**src/rtl/mc_control_fsm_if.sv**
```systemverilog
// Bus between the multi-cycle control FSM and the datapath it steers.
// The controller side (master) reads instruction fields and status flags
// and drives the datapath strobes, selects and debug/status pulses.
interface mc_control_fsm_if;
    logic [6:0] op;
    logic [2:0] funct3;
    logic       Zero;
    logic       mem_ready;

    logic       PCWrite;
    logic       AdrSrc;
    logic       MemWrite;
    logic       IRWrite;
    logic       RegWrite;
    logic [1:0] ResultSrc;
    logic [1:0] ALUSrcA;
    logic [1:0] ALUSrcB;
    logic [1:0] ALUOp;
    logic [2:0] ImmSrc;
    logic       illegal_op;
    logic       instr_done;
    logic [3:0] state;

    modport master (
        input  op, funct3, Zero, mem_ready,
        output PCWrite, AdrSrc, MemWrite, IRWrite, RegWrite,
        output ResultSrc, ALUSrcA, ALUSrcB, ALUOp, ImmSrc,
        output illegal_op, instr_done, state
    );

    modport slave (
        output op, funct3, Zero, mem_ready,
        input  PCWrite, AdrSrc, MemWrite, IRWrite, RegWrite,
        input  ResultSrc, ALUSrcA, ALUSrcB, ALUOp, ImmSrc,
        input  illegal_op, instr_done, state
    );
endinterface

```
**src/rtl/mc_control_fsm.sv**
```systemverilog
// Multi-cycle RISC-V style control unit. One state register walks each
// instruction through fetch, decode and its execution phases; all datapath
// controls are decoded combinationally from the current state and inputs.
module mc_control_fsm (
    input  logic             clk,
    input  logic             reset,
    mc_control_fsm_if.master bus
);

    typedef enum logic [3:0] {
        S_FETCH    = 4'd0,
        S_DECODE   = 4'd1,
        S_MEMADR   = 4'd2,
        S_MEMREAD  = 4'd3,
        S_MEMWB    = 4'd4,
        S_MEMWRITE = 4'd5,
        S_EXECR    = 4'd6,
        S_ALUWB    = 4'd7,
        S_EXECI    = 4'd8,
        S_JAL      = 4'd9,
        S_BRANCH   = 4'd10,
        S_JALR_ADR = 4'd11,
        S_JALR_JMP = 4'd12,
        S_AUIPC    = 4'd13,
        S_LUI      = 4'd14
    } state_t;

    localparam logic [6:0] OP_LOAD   = 7'b0000011;
    localparam logic [6:0] OP_STORE  = 7'b0100011;
    localparam logic [6:0] OP_RTYPE  = 7'b0110011;
    localparam logic [6:0] OP_ITYPE  = 7'b0010011;
    localparam logic [6:0] OP_BRANCH = 7'b1100011;
    localparam logic [6:0] OP_JAL    = 7'b1101111;
    localparam logic [6:0] OP_JALR   = 7'b1100111;
    localparam logic [6:0] OP_AUIPC  = 7'b0010111;
    localparam logic [6:0] OP_LUI    = 7'b0110111;

    state_t     r_state;
    state_t     w_next;
    logic       w_pcWrite;
    logic       w_adrSrc;
    logic       w_memWrite;
    logic       w_irWrite;
    logic       w_regWrite;
    logic [1:0] w_resultSrc;
    logic [1:0] w_aluSrcA;
    logic [1:0] w_aluSrcB;
    logic [1:0] w_aluOp;
    logic [2:0] w_immSrc;
    logic       w_illegal;
    logic       w_done;

    // State register; reset pulls the machine back to fetch without a clock.
    always_ff @(posedge clk or posedge reset) begin
        if (reset) begin
            r_state <= S_FETCH;
        end else begin
            r_state <= w_next;
        end
    end

    // Next-state and per-state control decode; anything not set stays 0.
    always_comb begin
        w_next      = S_FETCH;
        w_pcWrite   = 1'b0;
        w_adrSrc    = 1'b0;
        w_memWrite  = 1'b0;
        w_irWrite   = 1'b0;
        w_regWrite  = 1'b0;
        w_resultSrc = 2'b00;
        w_aluSrcA   = 2'b00;
        w_aluSrcB   = 2'b00;
        w_aluOp     = 2'b00;
        w_illegal   = 1'b0;
        w_done      = 1'b0;
        case (r_state)
            S_FETCH: begin
                w_aluSrcB   = 2'b10;
                w_resultSrc = 2'b10;
                w_irWrite   = bus.mem_ready;
                w_pcWrite   = bus.mem_ready;
                w_next      = bus.mem_ready ? S_DECODE : S_FETCH;
            end
            S_DECODE: begin
                w_aluSrcA = 2'b01;
                w_aluSrcB = 2'b01;
                case (bus.op)
                    OP_LOAD, OP_STORE: w_next = S_MEMADR;
                    OP_RTYPE:          w_next = S_EXECR;
                    OP_ITYPE:          w_next = S_EXECI;
                    OP_BRANCH:         w_next = S_BRANCH;
                    OP_JAL:            w_next = S_JAL;
                    OP_JALR:           w_next = S_JALR_ADR;
                    OP_AUIPC:          w_next = S_AUIPC;
                    OP_LUI:            w_next = S_LUI;
                    default: begin
                        w_next    = S_FETCH;
                        w_illegal = 1'b1;
                    end
                endcase
            end
            S_MEMADR: begin
                w_aluSrcA = 2'b10;
                w_aluSrcB = 2'b01;
                w_next    = bus.op[5] ? S_MEMWRITE : S_MEMREAD;
            end
            S_MEMREAD: begin
                w_adrSrc = 1'b1;
                w_next   = bus.mem_ready ? S_MEMWB : S_MEMREAD;
            end
            S_MEMWB: begin
                w_resultSrc = 2'b01;
                w_regWrite  = 1'b1;
                w_done      = 1'b1;
                w_next      = S_FETCH;
            end
            S_MEMWRITE: begin
                w_adrSrc   = 1'b1;
                w_memWrite = 1'b1;
                w_done     = bus.mem_ready;
                w_next     = bus.mem_ready ? S_FETCH : S_MEMWRITE;
            end
            S_EXECR: begin
                w_aluSrcA = 2'b10;
                w_aluOp   = 2'b10;
                w_next    = S_ALUWB;
            end
            S_EXECI: begin
                w_aluSrcA = 2'b10;
                w_aluSrcB = 2'b01;
                w_aluOp   = 2'b10;
                w_next    = S_ALUWB;
            end
            S_ALUWB: begin
                w_regWrite = 1'b1;
                w_done     = 1'b1;
                w_next     = S_FETCH;
            end
            S_JAL: begin
                w_aluSrcA = 2'b01;
                w_aluSrcB = 2'b10;
                w_pcWrite = 1'b1;
                w_next    = S_ALUWB;
            end
            S_BRANCH: begin
                w_aluSrcA = 2'b10;
                w_aluOp   = 2'b01;
                w_pcWrite = bus.Zero ^ bus.funct3[0];
                w_done    = 1'b1;
                w_next    = S_FETCH;
            end
            S_JALR_ADR: begin
                w_aluSrcA = 2'b10;
                w_aluSrcB = 2'b01;
                w_next    = S_JALR_JMP;
            end
            S_JALR_JMP: begin
                w_aluSrcA = 2'b01;
                w_aluSrcB = 2'b10;
                w_pcWrite = 1'b1;
                w_next    = S_ALUWB;
            end
            S_AUIPC: begin
                w_aluSrcA = 2'b01;
                w_aluSrcB = 2'b01;
                w_next    = S_ALUWB;
            end
            S_LUI: begin
                w_aluSrcA = 2'b11;
                w_aluSrcB = 2'b01;
                w_next    = S_ALUWB;
            end
            default: begin
                w_next = S_FETCH;
            end
        endcase
    end

    // Immediate format depends only on the opcode, whatever the state.
    always_comb begin
        w_immSrc = 3'b000;
        case (bus.op)
            OP_STORE:         w_immSrc = 3'b001;
            OP_BRANCH:        w_immSrc = 3'b010;
            OP_JAL:           w_immSrc = 3'b011;
            OP_LUI, OP_AUIPC: w_immSrc = 3'b100;
            default:          w_immSrc = 3'b000;
        endcase
    end

    assign bus.PCWrite    = w_pcWrite;
    assign bus.AdrSrc     = w_adrSrc;
    assign bus.MemWrite   = w_memWrite;
    assign bus.IRWrite    = w_irWrite;
    assign bus.RegWrite   = w_regWrite;
    assign bus.ResultSrc  = w_resultSrc;
    assign bus.ALUSrcA    = w_aluSrcA;
    assign bus.ALUSrcB    = w_aluSrcB;
    assign bus.ALUOp      = w_aluOp;
    assign bus.ImmSrc     = w_immSrc;
    assign bus.illegal_op = w_illegal;
    assign bus.instr_done = w_done;
    assign bus.state      = r_state;

endmodule

```
**src/flat_wrapper.sv**
```systemverilog
// flat-port wrapper written by rule: the top's interface ports become plain ports
module mc_control_fsm_flat 
  (clk, reset, bus_op, bus_funct3, bus_Zero, bus_mem_ready, bus_PCWrite, bus_AdrSrc, bus_MemWrite, bus_IRWrite, bus_RegWrite, bus_ResultSrc, bus_ALUSrcA, bus_ALUSrcB, bus_ALUOp, bus_ImmSrc, bus_illegal_op, bus_instr_done, bus_state);
  mc_control_fsm_if bus_i ();
  input  logic clk;
  input  logic reset;
  input wire logic [$bits(bus_i.op)-1:0] bus_op;
  input wire logic [$bits(bus_i.funct3)-1:0] bus_funct3;
  input wire logic [$bits(bus_i.Zero)-1:0] bus_Zero;
  input wire logic [$bits(bus_i.mem_ready)-1:0] bus_mem_ready;
  output wire logic [$bits(bus_i.PCWrite)-1:0] bus_PCWrite;
  output wire logic [$bits(bus_i.AdrSrc)-1:0] bus_AdrSrc;
  output wire logic [$bits(bus_i.MemWrite)-1:0] bus_MemWrite;
  output wire logic [$bits(bus_i.IRWrite)-1:0] bus_IRWrite;
  output wire logic [$bits(bus_i.RegWrite)-1:0] bus_RegWrite;
  output wire logic [$bits(bus_i.ResultSrc)-1:0] bus_ResultSrc;
  output wire logic [$bits(bus_i.ALUSrcA)-1:0] bus_ALUSrcA;
  output wire logic [$bits(bus_i.ALUSrcB)-1:0] bus_ALUSrcB;
  output wire logic [$bits(bus_i.ALUOp)-1:0] bus_ALUOp;
  output wire logic [$bits(bus_i.ImmSrc)-1:0] bus_ImmSrc;
  output wire logic [$bits(bus_i.illegal_op)-1:0] bus_illegal_op;
  output wire logic [$bits(bus_i.instr_done)-1:0] bus_instr_done;
  output wire logic [$bits(bus_i.state)-1:0] bus_state;
  assign bus_i.op = bus_op;
  assign bus_i.funct3 = bus_funct3;
  assign bus_i.Zero = bus_Zero;
  assign bus_i.mem_ready = bus_mem_ready;
  assign bus_PCWrite = bus_i.PCWrite;
  assign bus_AdrSrc = bus_i.AdrSrc;
  assign bus_MemWrite = bus_i.MemWrite;
  assign bus_IRWrite = bus_i.IRWrite;
  assign bus_RegWrite = bus_i.RegWrite;
  assign bus_ResultSrc = bus_i.ResultSrc;
  assign bus_ALUSrcA = bus_i.ALUSrcA;
  assign bus_ALUSrcB = bus_i.ALUSrcB;
  assign bus_ALUOp = bus_i.ALUOp;
  assign bus_ImmSrc = bus_i.ImmSrc;
  assign bus_illegal_op = bus_i.illegal_op;
  assign bus_instr_done = bus_i.instr_done;
  assign bus_state = bus_i.state;
  mc_control_fsm u_core (.clk(clk), .reset(reset), .bus(bus_i));
endmodule
```
**config.mk**
```make
export PLATFORM = sky130hd
export DESIGN_NAME = mc_control_fsm_flat
export DESIGN_NICKNAME = d
export VERILOG_FILES = /design/src/rtl/mc_control_fsm_if.sv /design/src/rtl/mc_control_fsm.sv /design/src/flat_wrapper.sv
export SDC_FILE = /design/constraint.sdc
export NUM_CORES = 1
export LEC_CHECK = 0
export CAP_MARGIN = 10
export CORE_MARGIN = 2
export CORE_UTILIZATION = 40
export CTS_BUF_LIST = sky130_fd_sc_hd__clkbuf_16
export CTS_CLUSTER_SIZE = 8
export DETAILED_ROUTE_END_ITERATION = 8
export PLACE_DENSITY_LB_ADDON = 0.05
export SYNTH_ARGS = -nofsm -noshare
export SYNTH_HDL_FRONTEND = slang
export SYNTH_SLANG_ARGS = --single-unit
```
**constraint.sdc**
```tcl
create_clock -name clk -period 1.43 [get_ports clk]
set_input_delay 0.143 -clock clk [delete_from_list [all_inputs] [get_ports clk]]
set_output_delay 0.143 -clock clk [all_outputs]
set_load 0.05 [all_outputs]
```
==> results.sh, run 1 <==
export IMPL_hpwl_microns=2970
export IMPL_place_congestion=0.876
export IMPL_yosysWarnings=0
export IMPL_synth_area_leader_cell="dfrtp_1"
export IMPL_ys_seq_area_share_pct=13.7
export IMPL_port_buffers=33
export IMPL_pin_count=36
export IMPL_syn_inst=100
export IMPL_core_rowCount=15
export IMPL_start_util_pct=42.3
export IMPL_outcome="aborted with a tool error"
export IMPL_ys_ff_latch=4
export IMPL_synth_flop_cell="dfrtp_1"
export IMPL_synth_area_leaders="dfrtp_1, nor2b_1, buf_2, a21oi_1, xor2_1"
export IMPL_clock_sinks=4
export IMPL_yosysTopAreaCellShare_pct=13.7
export IMPL_synth_edf_count=0
export IMPL_synth_area_per_cell_sq_um=7.31
export IMPL_ys_types=41
export IMPL_syn_nets=114
export IMPL_yosysMostFrequentCell="buf_2"
export IMPL_syn_area_sq_um=731
export IMPL_cts_htree_levels=1
export IMPL_synthArstFlopShare_pct=100
export IMPL_synth_common_cells="buf_2, a21oi_1, nor2b_1"
export IMPL_die_h_microns=46.7
export IMPL_numCtsBuffers=3
export IMPL_pre_cts_ws_ps=-266
export IMPL_root_buffer="clkbuf_16"
export IMPL_firstError="[ERROR DPL-0038] Utilization greater than 100%, impossible to legalize"
export IMPL_flow_stopped_at="clock tree synthesis"
export IMPL_die_x_microns=46.7
export IMPL_cts_path_max_buffers=2
[per-stage QoR]
step           cell area, sq um  instances  utilization, %  TNS, ps
2_1_floorplan               921        100               -    -3080
3_3_place_gp               1660        176            96.4     -818
3_5_place_dp               1660        176            96.4    -1480
[kinds of logic after synthesis]
kind of cell    count (synthesis)  share of synthesized area, %
buf+inv                        15                          10.3
mux                             1                          1.37
compound gates                 27                          27.1
flops                           4                          13.7
simple gates                   48                          41.6
xor+xnor                        5                          5.99
==> run 2, diff against run 1 <==
CORE_AREA = 2 2 63 65   (was default)
CORE_MARGIN = default   (was 2)
CORE_UTILIZATION = default   (was 40)
CTS_BUF_LIST = default   (was sky130_fd_sc_hd__clkbuf_16)
CTS_CLUSTER_SIZE = default   (was 8)
DIE_AREA = 0 0 65 67   (was default)
PLACE_DENSITY_LB_ADDON = 0.15   (was 0.05)
==> run 2 against run 1 <==
  * The flow now finishes, with violations (setup timing)
  * Synthesized area unchanged
  * Synthesized cell count unchanged
==> results.sh, run 2 <==
export IMPL_hold_class="input port to asynchronous set/reset pin"
export IMPL_antenna_found_initial=0
export IMPL_ys_ff_latch=4
export IMPL_start_util_pct=20.3
export IMPL_multiInputGateArea_sq_um=776
export IMPL_placed_cell_area_sq_um=1690
export IMPL_syn_nets=114
export IMPL_port_buffers=33
export IMPL_core_rowCount=22
export IMPL_route_detailed_drc=0
export IMPL_p_leak_nw=0.799
export IMPL_hold_viol=0
export IMPL_synthArstFlopShare_pct=100
export IMPL_largest_reg_flops=4
export IMPL_synth_edf_count=0
export IMPL_firstDrtPassIters=4
export IMPL_ctsHoldBuffers=0
export IMPL_final_cell_mix="buf_4, buf_12, dlygate4sd2_1"
export IMPL_cts_htree_levels=1
export IMPL_via_count=1026
export IMPL_failed_checks="setup timing"
export IMPL_synth_common_cells="buf_2, a21oi_1, nor2b_1"
export IMPL_synth_area_leaders="dfrtp_1, nor2b_1, buf_2, a21oi_1, xor2_1"
export IMPL_reg2reg_depth=4
export IMPL_post_route_period_util_pct=121
export IMPL_wl_per_cell_microns=13.7
export IMPL_yosysMostFrequentCell="buf_2"
export IMPL_cts_tree="built"
export IMPL_synth_flop_cell="dfrtp_1"
export IMPL_grt_pass1_vias=1071
export IMPL_clock_sinks=4
export IMPL_cp_arrival_ps=1590
export IMPL_fmaxAchievable_mhz=579
export IMPL_r2r_start="u_core.bus.state[3]"
export IMPL_cap_violations=0
export IMPL_synth_area_per_cell_sq_um=7.31
export IMPL_critPathLaunchType="flop"
export IMPL_placed_cells=202
export IMPL_postLayoutCoreUtil_pct=52.9
export IMPL_setup_slack_ps=-299
export IMPL_final_nets=186
export IMPL_num_fill_cells=329
export IMPL_grt_max_degree=12
export IMPL_critPathMaxFanout=5
export IMPL_place_congestion=0.909
export IMPL_drtAntennaViolNets=0
export IMPL_setup_tns_ps=-2250
export IMPL_power_mw=4.91
export IMPL_syn_area_sq_um=731
export IMPL_die_h_microns=67
export IMPL_outcome="finished with violations"
export IMPL_grt_pass1_wl_microns=4870
export IMPL_required_ps=1290
export IMPL_min_period_ps=1730
export IMPL_regToRegEndpoint="u_core.bus.state[1]"
export IMPL_final_cell_count_no_fill=218
export IMPL_syn_inst=100
export IMPL_final_area_sq_um=1910
export IMPL_root_buffer="clkbuf_8"
export IMPL_viasPerCell=4.71
export IMPL_hold_ws_ps=118
export IMPL_clk_pin_slew_ps=30
export IMPL_pre_cts_ws_ps=-234
export IMPL_pin_count=36
export IMPL_cts_path_max_buffers=2
export IMPL_yosysTopAreaCellShare_pct=13.7
export IMPL_skew_ps=4.27
export IMPL_ys_types=41
export IMPL_hpwl_microns=2160
export IMPL_worstMarginPinSlew_ps=381
export IMPL_die_area_sq_um=4360
export IMPL_ff_latch_area_sq_um=105
export IMPL_syn_to_final_growth_pct=161
export IMPL_drt_iter0_drc=15
export IMPL_diodes=0
export IMPL_crit_type="flop to output pin"
export IMPL_synth_area_leader_cell="dfrtp_1"
export IMPL_ir_drop_v=0.00208
export IMPL_grt_use_total_pct=14.4
export IMPL_coreArea_sq_um=3610
export IMPL_numCtsBuffers=3
export IMPL_ff2ff_setup_slack_ps=30
export IMPL_ys_seq_area_share_pct=13.7
export IMPL_grt_overflow=0
export IMPL_drv_slew=0
export IMPL_slew_headroom_pct=74.3
export IMPL_yosysWarnings=0
export IMPL_cp_end_kind="output pin"
export IMPL_die_x_microns=65
export IMPL_clk_latency_ps=220
export IMPL_wirelength_microns=2990
export IMPL_drive_gt1_share_pct=64.7
export IMPL_final_common_cell="buf_4"
export IMPL_p_per_area_nw_per_um2=2570
export IMPL_rsz0062_at_grt="true"
export IMPL_setup_viol=15
## run 2: cell counts after synthesis
Identical to the previous run, type by type.
## run 2: power breakdown
| group | switching [mW] | leakage (nW) | internal, mW |
|---|---|---|---|
| combinational | 2.25 | 0.731 | 2.16 |
| sequential | 0.0826 | 0.0468 | 0.169 |
| clock | 0.0566 | 0.0216 | 0.179 |
| total | 2.39 | 0.799 | 2.51 |
## run 2: worst max-delay path by stage
| stage | cells past startpoint | endpoint | start | slack [ps] |
|---|---|---|---|---|
| global route | 6 | bus_instr_done | u_core.bus.state[2] | -330 |
| detailed placement | 5 | bus_ImmSrc[0] | bus_op[6] | -230 |
| CTS | 4 | bus_PCWrite | u_core.bus.state[3] | -270 |
| global placement | 6 | u_core.bus.state[3] | bus_op[2] | -210 |
| floorplan | 4 | bus_IRWrite | u_core.bus.state[3] | -490 |
| finish | 4 | bus_PCWrite | u_core.bus.state[3] | -300 |
## run 2: layout make-up
class / count / area share (%)
well taps: 48 / 3.15
multi-input cells: 81 / 40.7
inverters: 3 / 0.591
repair buffers: 79 / 47.9
clock buffers: 3 / 2.17
flip-flops and latches: 4 / 5.51
## run 2: routing by layer
metal	vias to the layer above	wire length [microns]	global-route usage [%]
met4	0	19	4.26
met1	484	1210	15.8
li1	508	-	-
met3	2	124	1.86
met2	32	1630	28.4
met5	-	0	0
## run 2: critical path, cell delays in order, from the launching register on
cell      delay, ps
dfrtp_2         430
or3b_1          400
a221oi_2        280
a21o_4          140
buf_12          120
## run 2: logic make-up (layout without fill, tap and decap cells)
family,Yosys count,count (layout),share of synthesized area [%]
compound gates,27,27,27.1
xor+xnor,5,5,5.99
buf+inv,15,85,10.3
flops,4,4,13.7
mux,1,1,1.37
simple gates,48,48,41.6
## run 2: timing repair
| action | 4_1_cts | 5_1_grt |
|---|---|---|
| cloned | 0 | 0 |
| gates resized for setup | 26 | 1 |
| pin swaps | 8 | 3 |
| setup endpoints to repair | 20 | 17 |
| setup buffers | 12 | 1 |
Power figures use the tool's default switching activity.
==> run 3, diff against run 2 <==
--- a/config.mk
+++ b/config.mk
@@ -10,4 +10,5 @@
 export DETAILED_ROUTE_END_ITERATION = 8
 export DIE_AREA = 0 0 65 67
+export MAX_ROUTING_LAYER = met4
 export PLACE_DENSITY_LB_ADDON = 0.15
 export SYNTH_ARGS = -nofsm -noshare
==> constraint.sdc (replaced) <==
create_clock -name clk -period 1.43 [get_ports clk]
set_input_delay 0.143 -clock clk [delete_from_list [all_inputs] [get_ports clk]]
set_output_delay 0.143 -clock clk [all_outputs]
set_load 0.005 [all_outputs]
==> run 3 against run 2 <==
  * The flow still finishes with violations (setup timing)
  * Fmax is 2.5% higher
  * Register-to-register slack got worse by 220 ps
  * Design area grew 1.1%
  * Non-clock buffer count grew 20
  * Critical path depth is 1 higher
  * Setup slack gained 43 ps
  * Power down 25%
  * Critical path type unchanged
  * Largest power group unchanged
  * Highest routed layer unchanged
==> results.sh, run 3 (synthesis results as in run 2) <==
export IMPL_outcome="finished with violations"
export IMPL_failed_checks="setup timing"
export IMPL_place_congestion=0.794
export IMPL_via_count=1053
export IMPL_grt_overflow=0
export IMPL_port_buffers=33
export IMPL_grt_max_degree=10
export IMPL_grt_use_total_pct=15.7
export IMPL_pin_count=36
export IMPL_num_fill_cells=331
export IMPL_cts_path_max_buffers=2
export IMPL_multiInputGateArea_sq_um=787
export IMPL_root_buffer="clkbuf_8"
export IMPL_worstMarginPinSlew_ps=451
export IMPL_reg2reg_depth=7
export IMPL_viasPerCell=4.42
export IMPL_p_leak_nw=0.885
export IMPL_skew_ps=4.65
export IMPL_die_h_microns=67
export IMPL_ir_drop_v=0.00129
export IMPL_cts_tree="built"
export IMPL_drtAntennaViolNets=0
export IMPL_critPathLaunchType="flop"
export IMPL_die_x_microns=65
export IMPL_ff_latch_area_sq_um=105
export IMPL_swShare_pct=37.8
export IMPL_wirelength_microns=3160
export IMPL_diodes=0
export IMPL_post_route_period_util_pct=118
export IMPL_hold_viol=0
export IMPL_r2r_start="u_core.bus.state[3]"
export IMPL_setup_slack_ps=-256
export IMPL_cp_end_kind="output pin"
export IMPL_clk_pin_slew_ps=40
export IMPL_drive_gt1_share_pct=64.7
export IMPL_slew_headroom_pct=69.6
export IMPL_combPwrFrac_pct=86.8
export IMPL_core_rowCount=22
export IMPL_hpwl_microns=2090
export IMPL_drt_iter0_drc=51
export IMPL_pre_cts_ws_ps=-489
export IMPL_setup_viol=18
export IMPL_final_cell_mix="buf_4, buf_6, buf_2"
export IMPL_grt_pass1_wl_microns=5110
export IMPL_drv_slew=0
export IMPL_p_per_area_nw_per_um2=1900
export IMPL_start_util_pct=20.3
export IMPL_p_switching_mw=1.38
export IMPL_antenna_found_initial=0
export IMPL_crit_path_start="u_core.bus.state[3]"
export IMPL_crit_type="flop to output pin"
export IMPL_clkPwrFrac_pct=6.6
export IMPL_rsz0062_at_grt="true"
export IMPL_intPower_mw=2.27
export IMPL_clock_sinks=4
export IMPL_coreArea_sq_um=3610
export IMPL_grt_pass1_vias=1116
export IMPL_largest_reg_flops=4
export IMPL_cts_htree_levels=1
export IMPL_syn_to_final_growth_pct=164
export IMPL_clk_latency_ps=220
export IMPL_cp_arrival_ps=1540
export IMPL_ctsHoldBuffers=0
export IMPL_hold_class="input port to asynchronous set/reset pin"
export IMPL_numCtsBuffers=3
export IMPL_required_ps=1290
export IMPL_seqPwrFrac_pct=6.6
export IMPL_postLayoutCoreUtil_pct=53.5
export IMPL_setup_tns_ps=-2620
export IMPL_final_nets=206
export IMPL_fmaxAchievable_mhz=593
export IMPL_final_common_cell="buf_4"
export IMPL_die_area_sq_um=4360
export IMPL_firstDrtPassIters=3
export IMPL_min_period_ps=1690
export IMPL_critPathMaxFanout=3
export IMPL_wl_per_cell_microns=13.3
export IMPL_cap_violations=0
export IMPL_route_detailed_drc=0
[run 3: cell count changes in the layout (fill, tap and decap cells not counted), moves of 3 or more]
cell	delta
buf_4	-6
buf_6	+25
clkdlybuf4s15_1	+3
clkdlybuf4s50_1	+3
buf_2	+11
nor2_4	-3
nor2_1	+4
buf_12	-20
[run 3: area by class of cell]
class / instances / share of cell area [%]
repair buffers: 99 / 47.8
multi-input cells: 81 / 40.8
flip-flops and latches: 4 / 5.45
well taps: 48 / 3.11
clock buffers: 3 / 2.14
inverters: 3 / 0.714
[run 3: timing repair]
item | in CTS | in global routing
endpoints found under the setup margin | 24 | 23
setup buffers | 19 | 11
gates cloned | 1 | 0
gates resized for setup | 119 | 36
pin swaps | 22 | 20
[run 3: power groups by stage]
stage	Clock (mW)	Sequential (mW)	Combinational (mW)
6_report	0.242	0.242	3.17
5_1_grt	0.265	0.250	3.41
4_1_cts	0.240	0.223	2.79
3_5_place_dp	0	0.247	2.02
3_3_place_gp	0	0.249	2.02
2_1_floorplan	0	0.198	0.866
[run 3: final timing paths]
check	to	slack (ps)
min in group clk	u_core.bus.state[0]	520
setup / recovery	bus_PCWrite	-260
hold / removal	u_core.bus.state[3]	100
max in group asynchronous	u_core.bus.state[0]	1170
setup reg to reg	u_core.bus.state[1]	-190
hold reg to reg	u_core.bus.state[2]	800
[run 3: worst max-delay path: stages, from the launching register on]
cell	delay (ps)
dfrtp_2	430
buf_6	130
or3b_4	360
a221oi_2	210
a21o_1	100
buf_2	100
[run 3: per-stage QoR]
step / area (sq um) / hold WS [ps] / total power [mW] / cells
after CTS: 1760 / 105 / 3.26 / 229
after floorplan: 731 / -90.9 / 1.06 / 100
final: 1930 / 99.3 / 3.66 / 238
after global placement: 1370 / 329 / 2.27 / 209
after global routing: 1930 / 110 / 3.92 / 238
after detailed placement: 1370 / 333 / 2.27 / 209
[run 3: per-layer routing]
| layer | up-vias | track usage, % | share of wire [%] |
|---|---|---|---|
| met5 | - | - | 0 |
| met4 | 0 | 5.85 | 0.70 |
| met2 | 25 | 29.4 | 53 |
| li1 | 554 | - | - |
| met1 | 472 | 17.4 | 42 |
| met3 | 2 | 1.35 | 3.9 |
